File: src/rtl/charger_pkg.sv
// Shared charger definitions: FSM state encoding and system-wide defaults
// used by the timer, display and coin modules.
package charger_pkg;
  typedef logic [1:0] state_t;

  localparam state_t ST_IDLE  = 2'd0;
  localparam state_t ST_RUN   = 2'd1;
  localparam state_t ST_PAUSE = 2'd2;

  localparam int DEF_TICKS_PER_SEC = 1000;
  localparam int DEF_MAX_SEC       = 9999;
endpackage

File: src/rtl/sec_tick_gen.sv
// Seconds prescaler: counts enabled cycles and pulses sec_tick on the last
// cycle of each second. Holds its count while disabled so partial seconds survive.
module sec_tick_gen #(
  parameter int TICKS_PER_SEC = 1000
) (
  input  logic clk,
  input  logic reset,
  input  logic clear,
  input  logic enable,
  output logic sec_tick
);
  localparam int CW = (TICKS_PER_SEC > 1) ? $clog2(TICKS_PER_SEC) : 1;
  localparam logic [CW-1:0] LAST = CW'(TICKS_PER_SEC - 1);

  logic [CW-1:0] cnt;

  assign sec_tick = enable && (cnt == LAST);

  always_ff @(posedge clk) begin
    if (reset || clear)
      cnt <= '0;
    else if (enable)
      cnt <= sec_tick ? '0 : cnt + 1'b1;
  end
endmodule

File: src/rtl/charge_timer.sv
// Programmable whole-second charge countdown with credit top-up, pause and cancel.
// All outputs are registered; credit saturates at MAX_SEC.
module charge_timer
  import charger_pkg::*;
#(
  parameter int TICKS_PER_SEC = DEF_TICKS_PER_SEC,
  parameter int SEC_W         = 14,
  parameter int MAX_SEC       = DEF_MAX_SEC,
  parameter int ADD_W         = 10
) (
  input  logic             clk,
  input  logic             reset,
  input  logic             add_en,
  input  logic [ADD_W-1:0] add_sec,
  input  logic             start,
  input  logic             pause,
  input  logic             cancel,
  output logic [SEC_W-1:0] remaining,
  output logic             timing,
  output logic             done,
  output state_t           state
);
  localparam logic [SEC_W:0] MAX_W = (SEC_W+1)'(MAX_SEC);

  logic             sec_tick;
  logic             tick_en;
  logic             go_run;
  logic             expire;
  logic [SEC_W:0]   sum;
  logic [SEC_W-1:0] nxt_rem;
  state_t           nxt_st;

  // Pause wins over the tick in the cycle it is seen, so the prescaler freezes there.
  assign tick_en = (state == ST_RUN) && !pause && !cancel;
  assign go_run  = (state == ST_IDLE) && (nxt_st == ST_RUN);

  sec_tick_gen #(.TICKS_PER_SEC(TICKS_PER_SEC)) u_tick (
    .clk      (clk),
    .reset    (reset),
    .clear    (cancel || go_run),
    .enable   (tick_en),
    .sec_tick (sec_tick)
  );

  // One extra bit of headroom so credit plus remaining can be clamped, not wrapped.
  always_comb begin
    sum = {1'b0, remaining};
    if (add_en)
      sum = sum + (SEC_W+1)'(add_sec);
    if (sec_tick && (sum != '0))
      sum = sum - 1'b1;
    nxt_rem = (sum > MAX_W) ? MAX_W[SEC_W-1:0] : sum[SEC_W-1:0];
  end

  always_comb begin
    nxt_st = state;
    expire = 1'b0;
    case (state)
      ST_IDLE:  if (start && (nxt_rem != '0)) nxt_st = ST_RUN;
      ST_RUN: begin
        if (pause)
          nxt_st = ST_PAUSE;
        else if (sec_tick && (nxt_rem == '0)) begin
          nxt_st = ST_IDLE;
          expire = 1'b1;
        end
      end
      ST_PAUSE: if (!pause && start) nxt_st = ST_RUN;
      default:  nxt_st = ST_IDLE;
    endcase
  end

  always_ff @(posedge clk) begin
    if (reset || cancel) begin
      remaining <= '0;
      state     <= ST_IDLE;
      timing    <= 1'b0;
      done      <= 1'b0;
    end else begin
      remaining <= nxt_rem;
      state     <= nxt_st;
      timing    <= (nxt_st == ST_RUN);
      done      <= expire;
    end
  end
endmodule

File: config.mk
export PLATFORM = sky130hd
export DESIGN_NAME = charge_timer
export DESIGN_NICKNAME = d
export VERILOG_FILES = /design/src/rtl/charger_pkg.sv /design/src/rtl/sec_tick_gen.sv /design/src/rtl/charge_timer.sv
export SDC_FILE = /design/constraint.sdc
export NUM_CORES = 1
export LEC_CHECK = 0
export BUFFER_PORTS_ARGS = -buffer_cell sky130_fd_sc_hd__buf_2
export CAP_MARGIN = 0
export CORE_AREA = 10 10 109 62
export DETAILED_ROUTE_END_ITERATION = 7
export DIE_AREA = 0 0 119 72
export PLACE_DENSITY = 0.75
export SKIP_LAST_GASP = 1
export SYNTH_ARGS = -nofsm -noshare
export SYNTH_HDL_FRONTEND = slang
export SYNTH_SLANG_ARGS = --single-unit
File: constraint.sdc
create_clock -name clk -period 9.5 [get_ports clk]
set_input_delay 1.425 -clock clk [delete_from_list [all_inputs] [get_ports clk]]
set_output_delay 1.425 -clock clk [all_outputs]
set_load 0.05 [all_outputs]
After elaboration in Yosys (flattened, before gate mapping)

Cells that the tools add are included.

Bitwise operators: 1
Add/sub/neg operators: 3
Reduce and logical (&&, ||, !) cells: 18
Eq/ne operators: 4
$lt $le $gt $ge: 1
Multiplexer cells: 10

Operators by type and width:

| kind                    | count |
|---|---|
| $mux W15                | 2 |
| $add A14 B10 Y15        | 1 |
| $gt A15 B14 Y1 const B  | 1 |
| $reduce_bool A15 Y1     | 1 |
| $sub A15 B1 Y15 const B | 1 |
| $logic_not A14 Y1       | 1 |
| $mux W14                | 1 |
| $reduce_bool A14 Y1     | 1 |
| $add A10 B1 Y10 const B | 1 |
| $eq A10 B10 Y1 const B  | 1 |
| $mux W10                | 1 |
| $logic_and A1 B1 Y1     | 8 |
| $mux W2                 | 4 |
| $pmux W2 S3             | 1 |
| $eq A2 B1 Y1 const B    | 2 |
| $logic_or A1 B1 Y1      | 3 |
| $reduce_or A3 Y1        | 1 |
| $eq A2 B2 Y1 const B    | 1 |
| $logic_not A1 Y1        | 2 |
| $logic_not A2 Y1        | 1 |
| $mux W1                 | 1 |
| $not A1 Y1              | 1 |

Input port bits: 16
Flip-flop bits (word level): 28
Output and inout port bits: 18
Word-level logic and storage cells: 42

Depth between registers and ports, before layout

Gate-level depths: netlist (run 1).

Depth in word-level cells: 17
Gate-level depth with buffers: 16
Gate-level depth less buffers: 14

By module

Synthesis (run 1) repeated with hierarchy kept, for this count alone.

Cell total of the unflattened synthesis: 344
Area total of the unflattened synthesis: 2703.8 µm²

By module, submodules not included:

| module       | seq. area each (µm²) | times used | cells an instance | area an instance (µm²) |
|---|---|---|---|---|
| charge_timer | 360.3                | 1          | 288               | 2214.6 |
| sec_tick_gen | 200.2                | 1          | 56                | 489.2 |

Least setup slack after synthesis (run 1)

Ideal clock, no wire load.

Path type: input -> register
Start point: input add_sec[0]
End point: register state[0]
Data arrival time: 4420 ps
Data required time: 9383 ps
Setup time: 117 ps
Buffers on the path: 1
Slack: 4964 ps
Cell stages on the path: 15
Cell sequence: ha_1 inv_1 fa_1 nor2b_1 nor3_1 a21oi_1 nand3_1 a211o_1 o41ai_4 buf_6 o21ai_1 a211o_1 nor2_4 nand4_1 a22o_1

Word-level cells in the longest chain between the ends: 12
Elaborated cells between the ends (all ways): 16
Classes of those cells: add/sub (2); order compare (1); mux (7); reduce/logical (6)

RTL lines:

| element                                                 | line               | text |
|---|---|---|
| from (decl)                                             | charge_timer.sv:14 | `input logic [ADD_W-1:0] add_sec,` |
| $add A14 B10 Y15 (*)                                    | charge_timer.sv:49 | `sum = sum + (SEC_W+1)'(add_sec);` |
| $mux W15 (*)                                            | charge_timer.sv:48 | `if (add_en)` |
| branches (longest 2 deep; another with $sub A15 B1 Y15) | --                 |  |
| $mux W15 (*)                                            | charge_timer.sv:50 | `if (sec_tick && (sum != '0))` |
| $gt A15 B14 Y1                                          | charge_timer.sv:52 | `nxt_rem = (sum > MAX_W) ? MAX_W[SEC_W-1:0] : sum[SEC_W-1:0];` |
| $mux W14 (*)                                            | charge_timer.sv:52 |  |
| $logic_not A14 Y1                                       | charge_timer.sv:63 | `else if (sec_tick && (nxt_rem == '0)) begin` |
| $logic_and A1 B1 Y1                                     | charge_timer.sv:63 |  |
| $mux W2                                                 | charge_timer.sv:63 |  |
| $mux W2                                                 | charge_timer.sv:61 | `if (pause)` |
| $pmux W2 S3 (*)                                         | charge_timer.sv:58 | `case (state)` |
| to (signal assigned)                                    | charge_timer.sv:81 | `state <= nxt_st;` |
| to (decl)                                               | charge_timer.sv:21 | `output state_t state` |

Every way passes the cells marked *.
A chain may end at the register's enable or synchronous reset.

Worst setup path in the final report (run 1)

Start point: input add_sec[0]
End point: register remaining[0]

Word-level cells in the longest chain between the ends: 7
Elaborated cells between the ends (all ways): 8
Classes of those cells: add/sub (2); order compare (1); mux (3); reduce/logical (2)

RTL lines:

| element                                                 | line               | text |
|---|---|---|
| $add A14 B10 Y15 (*)                                    | charge_timer.sv:49 |  |
| $mux W15 (*)                                            | charge_timer.sv:48 |  |
| branches (longest 2 deep; another with $sub A15 B1 Y15) | --                 |  |
| $mux W15 (*)                                            | charge_timer.sv:50 |  |
| $gt A15 B14 Y1                                          | charge_timer.sv:52 |  |
| $mux W14 (*)                                            | charge_timer.sv:52 |  |
| to (signal assigned)                                    | charge_timer.sv:80 | `remaining <= nxt_rem;` |
| to (decl)                                               | charge_timer.sv:18 | `output logic [SEC_W-1:0] remaining,` |

Marks and branches as above.

==> results of run 1 <==
## cell families after synthesis
group	share of synthesized area
mux	0.0345
simple gates	0.361
compound gates	0.222
flops	0.214
buf+inv	0.0354
xor+xnor	0.0670
fa+ha+maj	0.0651
## power groups by stage
stage	Clock (mW)	Combinational, mW	Sequential [mW]
after global routing	0.103	0.107	0.123
final	0.0954	0.0992	0.123
after floorplan	0	0.0663	0.134
after detailed placement	0	0.0964	0.126
after CTS	0.0961	0.0975	0.123
after global placement	0	0.0947	0.125
## metal layers
layer  vias to the layer above  routed length, µm  track usage
li1                       1305                  -            -
met2                       117               3230        0.257
met3                         6                527       0.0255
met1                      1279               3570        0.226
met5                         -                  0            0
met4                         0                 63       0.0336
## path summary, 6_finish.rpt
path | startpoint | endpoint | slack, ns | cells after the start
max | add_sec[0] | remaining[0]$_SDFF_PP0_ | 4.35 | 14
min | u_tick.cnt[0]$_SDFFE_PP0P_ | u_tick.cnt[0]$_SDFFE_PP0P_ | 0.53 | 2
max reg2reg | remaining[0]$_SDFF_PP0_ | remaining[0]$_SDFF_PP0_ | 5.17 | 13
min reg2reg | u_tick.cnt[0]$_SDFFE_PP0P_ | u_tick.cnt[0]$_SDFFE_PP0P_ | 0.53 | 2
## worst max-delay path, cell delays in order
cell                      delay, ns
sky130_fd_sc_hd__buf_2         0.08
sky130_fd_sc_hd__ha_1          0.20
sky130_fd_sc_hd__inv_1         0.07
sky130_fd_sc_hd__fa_1          0.37
sky130_fd_sc_hd__nor2b_1       0.27
sky130_fd_sc_hd__nor3_1        0.09
sky130_fd_sc_hd__a21oi_1       0.50
sky130_fd_sc_hd__nand3_1       0.25
sky130_fd_sc_hd__a211o_1       0.33
sky130_fd_sc_hd__o41ai_4       0.58
sky130_fd_sc_hd__o21ai_1       0.15
sky130_fd_sc_hd__a211o_1       0.33
sky130_fd_sc_hd__o21ai_1       0.47
sky130_fd_sc_hd__a31oi_1       0.18
## registers in the layout, indices dropped and copies added, names as in the netlist
register	cells
u_tick.cnt	10
done	1
state	2
remaining	14
timing	1
## layout by cell type (no fill, tap or decap), types with 4 or more instances in the layout
master                      instances
sky130_fd_sc_hd__a21o_1             4
sky130_fd_sc_hd__a21oi_1           17
sky130_fd_sc_hd__a31oi_1            9
sky130_fd_sc_hd__and2_1             4
sky130_fd_sc_hd__and3_1            11
sky130_fd_sc_hd__buf_2             33
sky130_fd_sc_hd__dfxtp_1           28
sky130_fd_sc_hd__ha_1              12
sky130_fd_sc_hd__inv_1             10
sky130_fd_sc_hd__mux2i_1            9
sky130_fd_sc_hd__nand2_1           34
sky130_fd_sc_hd__nand2b_1           8
sky130_fd_sc_hd__nand3_1           16
sky130_fd_sc_hd__nand3b_1           5
sky130_fd_sc_hd__nand4_1            5
sky130_fd_sc_hd__nor2_1            22
sky130_fd_sc_hd__nor2b_1            4
sky130_fd_sc_hd__nor3_1            21
sky130_fd_sc_hd__nor4_1             8
sky130_fd_sc_hd__o2111ai_1          5
sky130_fd_sc_hd__o211ai_1           5
sky130_fd_sc_hd__o21ai_0            4
sky130_fd_sc_hd__or2_2              4
sky130_fd_sc_hd__or3_1              4
sky130_fd_sc_hd__xnor2_1            8
sky130_fd_sc_hd__xor2_1            12
## cell type report
| cell class | count | area (µm²) |
|---|---|---|
| Multi-Input combinational cell | 283 | 1960 |
| Inverter | 10 | 37.5 |
| Tap cell | 70 | 87.6 |
| Fill cell | 456 | 1940 |
| Clock inverter | 1 | 30.0 |
| Sequential cell | 28 | 561 |
| Timing Repair Buffer | 33 | 165 |
| Clock buffer | 3 | 41.3 |
## stage by stage
stage | power [mW] | instances | util | hold WS (ns) | worst slack (ns)
final | 0.318 | 428 | 0.598 | 0.527 | 4.35
after global routing | 0.333 | 428 | 0.598 | 0.555 | 4.08
after CTS | 0.316 | 428 | 0.598 | 0.525 | 4.42
after detailed placement | 0.222 | 424 | 0.583 | 0.500 | 4.13
after global placement | 0.220 | 424 | 0.583 | 0.499 | 4.36
after floorplan | 0.200 | 332 | - | 0.480 | 4.96
==> flow_metrics.py, run 1 <==
metrics = {
    "outcome": {
        "run_status": "finished, final reports clean",
    },
    "clock_tree": {
        "clockBufferDepth": 2,
        "clk_pin_slew_ns": 0.10,
        "cts_hold_buffers": 0,
        "h-tree-depth": 1,
        "ctsRootBufferMaster": "sky130_fd_sc_hd__clkbuf_8",
        "worst_skew_late_latency_ns": 0.28,
        "clkSinkCount": 28,
        "total_cts_buffers": 3,
        "postCtsSetupRepairBufs": 0,
        "post_cts_resize_count": 0,
        "tritoncts": "built",
    },
    "worst_setup_path": {
        "path_class": "input pin to flip-flop",
        "type_of_element_launching_the_critical_path": "input pin",
        "required_arrival_time_at_the_worst_endpoint_ns": 9.65,
        "worstPathMaxFanout": 12,
        "cp-end-kind": "flip-flop",
        "cp_data_arrival_time_ns": 5.29,
    },
    "logic_synthesis": {
        "post_synth_inst_count": 332,
        "netlist_top_cells_count": "34 x sky130_fd_sc_hd__nand2_1, 28 x sky130_fd_sc_hd__dfxtp_1, 22 x sky130_fd_sc_hd__nor2_1",
        "yosysSeqAreaShare": 0.214,
        "top_cell_type_by_total_area_after_synthesis": "sky130_fd_sc_hd__dfxtp_1",
        "synth.top_cells.by_area": "sky130_fd_sc_hd__dfxtp_1 21%, sky130_fd_sc_hd__ha_1 5.7%, sky130_fd_sc_hd__nand2_1 4.9%",
        "synthesis.area_um2": 2610,
        "synthesis.area_per_instance_um2": 7.87,
        "yosysTopAreaCellShare": 0.214,
        "synthesis.nets": 361,
        "post-synth-top-count-cell": "sky130_fd_sc_hd__nand2_1",
        "yosys_warnings": 0,
        "synth-edff-count": 0,
        "netlist_cell_types": 61,
        "yosys_most_used_dff": "sky130_fd_sc_hd__dfxtp_1",
        "postSynth.asyncResetShare": 0,
        "synth_seq_cells": 28,
    },
    "place": {
        "dpl_cell_area_um2": 2810,
        "gp_congestion": 0.910,
        "detailed_place_hpwl_um": 5730,
        "port_buffers": 33,
    },
    "global_route": {
        "grt_start_max_net_pins": 25,
        "antenna_found_initial": 0,
        "grt-ovfl-total": 0,
        "wire_length_of_the_first_global_routing_pass_um": 11900,
        "number_of_global_route_vias_before_repair": 2431,
        "grtUsageTotal": 0.162,
    },
    "final_layout": {
        "final_layout_size_suffix_gt1_frac": 0.165,
        "final_design_area_no_fill_um2": 2880,
        "synthToLayoutAreaGrowth_pct": 10.3,
        "finalNetCount": 388,
        "diodes": 0,
    },
    "timing": {
        "finalWorstPathRequiredPeriod_ns": 5.15,
        "max-slew-margin-rel": 0.541,
        "tightestPinTransition_ns": 0.686,
        "final-setup-viol-count": 0,
        "unrepaired_setup_endpoints_after_global_routing": "false",
        "fin_skew_ns": 0.00978,
        "final_min_period_over_clock_period": 0.542,
        "setup_tns_ns": 0,
        "final-hold-violation-count": 0,
        "final-max-slew-violation-count": 0,
        "clock.fmax_ghz": 0.194,
    },
    "die": {
        "dieWidth_um": 119,
        "io_pins": 34,
        "fp.coreArea_um2": 4820,
        "die_area_um2": 8570,
        "die_y_um": 72,
        "placement_rows": 18,
        "start_util": 0.542,
    },
    "power": {
        "power_frac_clock": 0.300,
        "power.internal_mw": 0.210,
        "cellLeakagePower_nw": 1.18,
        "switchingPower_mw": 0.107,
        "switching_share": 0.338,
        "share_seq_of_total_power": 0.387,
        "power_density_nw_per_um2": 110,
        "power.share.combinational": 0.312,
        "ir_worst_vdd_mv": 0.0687,
    },
    "detailed_routing": {
        "drt-pass1-iter-count": 5,
        "wl_per_instance_um": 17.3,
        "drt_first_iter_violations": 262,
        "total_wirelength_of_the_detailed_routed_design_um": 7390,
        "drc": 0,
        "post_drt_via_cell_ratio": 6.32,
        "vias": 2707,
        "postRouteAntennaNets": 0,
    },
    "hold_path": {
        "holdCritPathClass": "flip-flop to flip-flop",
    },
    "job": {
        "timing.max_cap.violations": 0,
    },
}
(Power assumes the default switching activity.)
==> run 2: changes to the inputs <==
Settings changed: ABC_AREA from default to 1, CORE_AREA 10 10 109 62 to 10 10 119 67, DIE_AREA 0 0 119 72 to 0 0 129 77, PLACE_DENSITY 0.75 to 0.76.
Clock period 9.5 ns to 4.71 ns, I/O delays scaled along.
==> run 2 against run 1 <==
Net effect: sequential share of layout area shrank 3.3 points; synthesized cell count grew 61%; clock-buffer cell count is the same; wire length grew 30%; cell area grew 21%; die area grew 16%; core utilization shrank 0.98 points; highest routed layer unchanged.
==> flow_metrics.py, run 2 <==
metrics = {
    "detailed_routing": {
        "drt_first_iter_violations": 414,
        "wl_per_instance_um": 14.9,
        "postRouteAntennaNets": 0,
        "post_drt_via_cell_ratio": 5.39,
        "vias": 3483,
        "total_wirelength_of_the_detailed_routed_design_um": 9640,
        "drc": 0,
        "drt-pass1-iter-count": 6,
    },
    "final_layout": {
        "seq_area_um2": 561,
        "synthToLayoutAreaGrowth_pct": 11.5,
        "finalNetCount": 599,
        "final_common_cell": "sky130_fd_sc_hd__nand2_1",
        "biggestRegsByFlops": "remaining (14), u_tick.cnt (10), state (2)",
        "fillerInstances": 593,
        "final_layout_size_suffix_gt1_frac": 0.186,
        "most-common-layout-cells": "161 x sky130_fd_sc_hd__nand2_1, 90 x sky130_fd_sc_hd__inv_1, 56 x sky130_fd_sc_hd__nor2_1",
        "max_ffs_per_register": 14,
        "diodes": 0,
        "largest_register": "remaining",
        "multi_input_area_um2": 2170,
    },
    "die": {
        "start_util": 0.528,
        "die_y_um": 77,
        "die_area_um2": 9930,
        "placement_rows": 20,
        "dieWidth_um": 129,
        "fp.coreArea_um2": 5910,
        "io_pins": 34,
    },
    "logic_synthesis": {
        "top_cell_type_by_total_area_after_synthesis": "sky130_fd_sc_hd__nand2_1",
        "synth_seq_cells": 28,
        "synthesis.nets": 563,
        "synth.top_cells.by_area": "sky130_fd_sc_hd__nand2_1 19%, sky130_fd_sc_hd__dfxtp_1 18%, sky130_fd_sc_hd__inv_1 11%",
        "synthesis.area_per_instance_um2": 5.84,
        "synth-edff-count": 0,
        "synthesis.area_um2": 3120,
        "yosys_warnings": 0,
        "yosysSeqAreaShare": 0.180,
        "netlist_cell_types": 39,
        "yosysTopAreaCellShare": 0.194,
        "postSynth.asyncResetShare": 0,
        "post_synth_inst_count": 534,
        "post-synth-top-count-cell": "sky130_fd_sc_hd__nand2_1",
        "netlist_top_cells_count": "161 x sky130_fd_sc_hd__nand2_1, 90 x sky130_fd_sc_hd__inv_1, 56 x sky130_fd_sc_hd__nor2_1",
        "yosys_most_used_dff": "sky130_fd_sc_hd__dfxtp_1",
    },
    "outcome": {
        "run_status": "finished, final reports clean",
    },
    "clock_tree": {
        "clockBufferDepth": 2,
        "worst_skew_late_latency_ns": 0.27,
        "post_cts_resize_count": 0,
        "postCtsSetupRepairBufs": 0,
        "clk_pin_slew_ns": 0.07,
        "cts_hold_buffers": 0,
        "total_cts_buffers": 3,
        "h-tree-depth": 1,
        "ctsRootBufferMaster": "sky130_fd_sc_hd__clkbuf_16",
        "tritoncts": "built",
        "clkSinkCount": 28,
    },
    "timing": {
        "final_min_period_over_clock_period": 0.865,
        "final-setup-viol-count": 0,
        "fin_skew_ns": 0.00529,
        "final-hold-violation-count": 0,
        "max-slew-margin-rel": 0.442,
        "tightestPinTransition_ns": 0.833,
        "setup_tns_ns": 0,
        "finalWorstPathRequiredPeriod_ns": 4.07,
        "final-max-slew-violation-count": 0,
        "fin_ws_ns": 0.637,
        "unrepaired_setup_endpoints_after_global_routing": "false",
        "clock.fmax_ghz": 0.246,
    },
    "global_route": {
        "number_of_global_route_vias_before_repair": 3134,
        "wire_length_of_the_first_global_routing_pass_um": 15500,
        "antenna_found_initial": 0,
        "grt_start_max_net_pins": 27,
        "grt-ovfl-total": 0,
        "grtUsageTotal": 0.190,
    },
    "hold_path": {
        "hold_path.startpoint": "u_tick.cnt[1]$_SDFFE_PP0P_",
        "holdCritPathClass": "flip-flop to flip-flop",
        "hold_path_depth": 2,
        "hold_crit_endpoint": "u_tick.cnt[1]$_SDFFE_PP0P_",
    },
    "power": {
        "ir_worst_vdd_mv": 0.144,
        "cellLeakagePower_nw": 1.88,
        "power_density_nw_per_um2": 214,
    },
    "place": {
        "gp_congestion": 1.03,
        "detailed_place_hpwl_um": 8060,
        "dp_worst_setup_slack_ns": 0.427,
        "port_buffers": 33,
    },
    "worst_setup_path": {
        "reg2reg_depth": 24,
        "worst_setup_path_startpoint": "add_sec[0]",
        "cp_slowest_cell": "sky130_fd_sc_hd__fa_1",
        "path_class": "input pin to flip-flop",
        "cp-end-kind": "flip-flop",
        "timing.critical_path.buf_inv": 4,
        "reg2reg_setup_slack_ns": 0.78,
        "type_of_element_launching_the_critical_path": "input pin",
        "cp_top_family": "simple AND/OR/NAND/NOR gates",
        "cp_data_arrival_time_ns": 4.28,
        "r2r_end": "u_tick.cnt[0]$_SDFFE_PP0P_",
        "critical_path.max_stage_delay_ns": 0.47,
        "worstPathMaxFanout": 10,
        "crit_top_cell": "sky130_fd_sc_hd__nand3_1",
        "rr_startpoint": "remaining[0]$_SDFF_PP0_",
        "required_arrival_time_at_the_worst_endpoint_ns": 4.91,
    },
    "job": {
        "timing.max_cap.violations": 0,
    },
}
run 2: changes by cell type after synthesis, moves of 9 or more:
cell                      previous run  this run
sky130_fd_sc_hd__nand3_1            16        51
sky130_fd_sc_hd__nor2_2              0        12
sky130_fd_sc_hd__nor3_1             21         8
sky130_fd_sc_hd__and3_1             11         0
sky130_fd_sc_hd__mux2i_1             9         0
sky130_fd_sc_hd__nor2_1             22        56
sky130_fd_sc_hd__inv_1              10        90
sky130_fd_sc_hd__nand2_1            34       161
sky130_fd_sc_hd__nand2_2             0        14
sky130_fd_sc_hd__o21ai_0             4        15
sky130_fd_sc_hd__a31oi_1             9         0
run 2: how the worst max path moves through the flow:
stage | endpoint | slack, ns | cells past startpoint
4_1_cts | u_tick.cnt[0]$_SDFFE_PP0P_ | 0.70 | 25
3_3_place_gp | state[0]$_SDFF_PP0_ | 0.59 | 24
2_1_floorplan | u_tick.cnt[8]$_SDFFE_PP0P_ | 1.01 | 24
6_report | u_tick.cnt[0]$_SDFFE_PP0P_ | 0.64 | 25
5_1_grt | u_tick.cnt[8]$_SDFFE_PP0P_ | 0.31 | 25
3_5_place_dp | u_tick.cnt[0]$_SDFFE_PP0P_ | 0.43 | 25
run 2: cell families after synthesis:
group,count (synthesis),share of synthesized area
simple gates,354,0.565
flops,28,0.180
buf+inv,100,0.125
xor+xnor,5,0.0140
fa+ha+maj,13,0.0546
compound gates,34,0.0614
run 2: power breakdown:
part,internal [mW],leakage (nW),switching (mW)
Clock,0.170,0.0511,0.0936
Sequential,0.241,0.227,0.00495
Combinational,0.0679,1.60,0.165
Total,0.479,1.88,0.263
run 2: layer usage:
metal / share of wire / routed length, µm / vias to the layer above / track usage
li1: - / - / 1743 / -
met1: 0.50 / 4780 / 1545 / 0.283
met2: 0.35 / 3340 / 191 / 0.238
met3: 0.16 / 1510 / 4 / 0.0981
met4: 0.0011 / 11 / 0 / 0.0113
met5: 0 / 0 / - / 0
run 2: tightest hold or removal path: stages (launching register included):
cell and delay [ns]:
sky130_fd_sc_hd__dfxtp_1 0.33, sky130_fd_sc_hd__nand2_1 0.08, sky130_fd_sc_hd__a21oi_2 0.05
run 2: final cells by class:
cell class / count / area share
well taps: 77 / 0.0277
repair buffers: 35 / 0.0519
inverters: 96 / 0.105
clock inverters: 1 / 0.00864
clock buffers: 3 / 0.0216
flip-flops and latches: 28 / 0.161
multi-input cells: 406 / 0.624
run 2: per-stage QoR:
stage	cells	hold slack [ns]	util	total power [mW]	area, µm²
4_1_cts	646	0.507	0.588	0.737	3470
3_3_place_gp	642	0.477	0.571	0.474	3370
3_5_place_dp	642	0.496	0.571	0.476	3370
5_1_grt	646	0.527	0.588	0.778	3470
2_1_floorplan	534	0.466	-	0.422	3120
6_report	646	0.503	0.588	0.742	3470
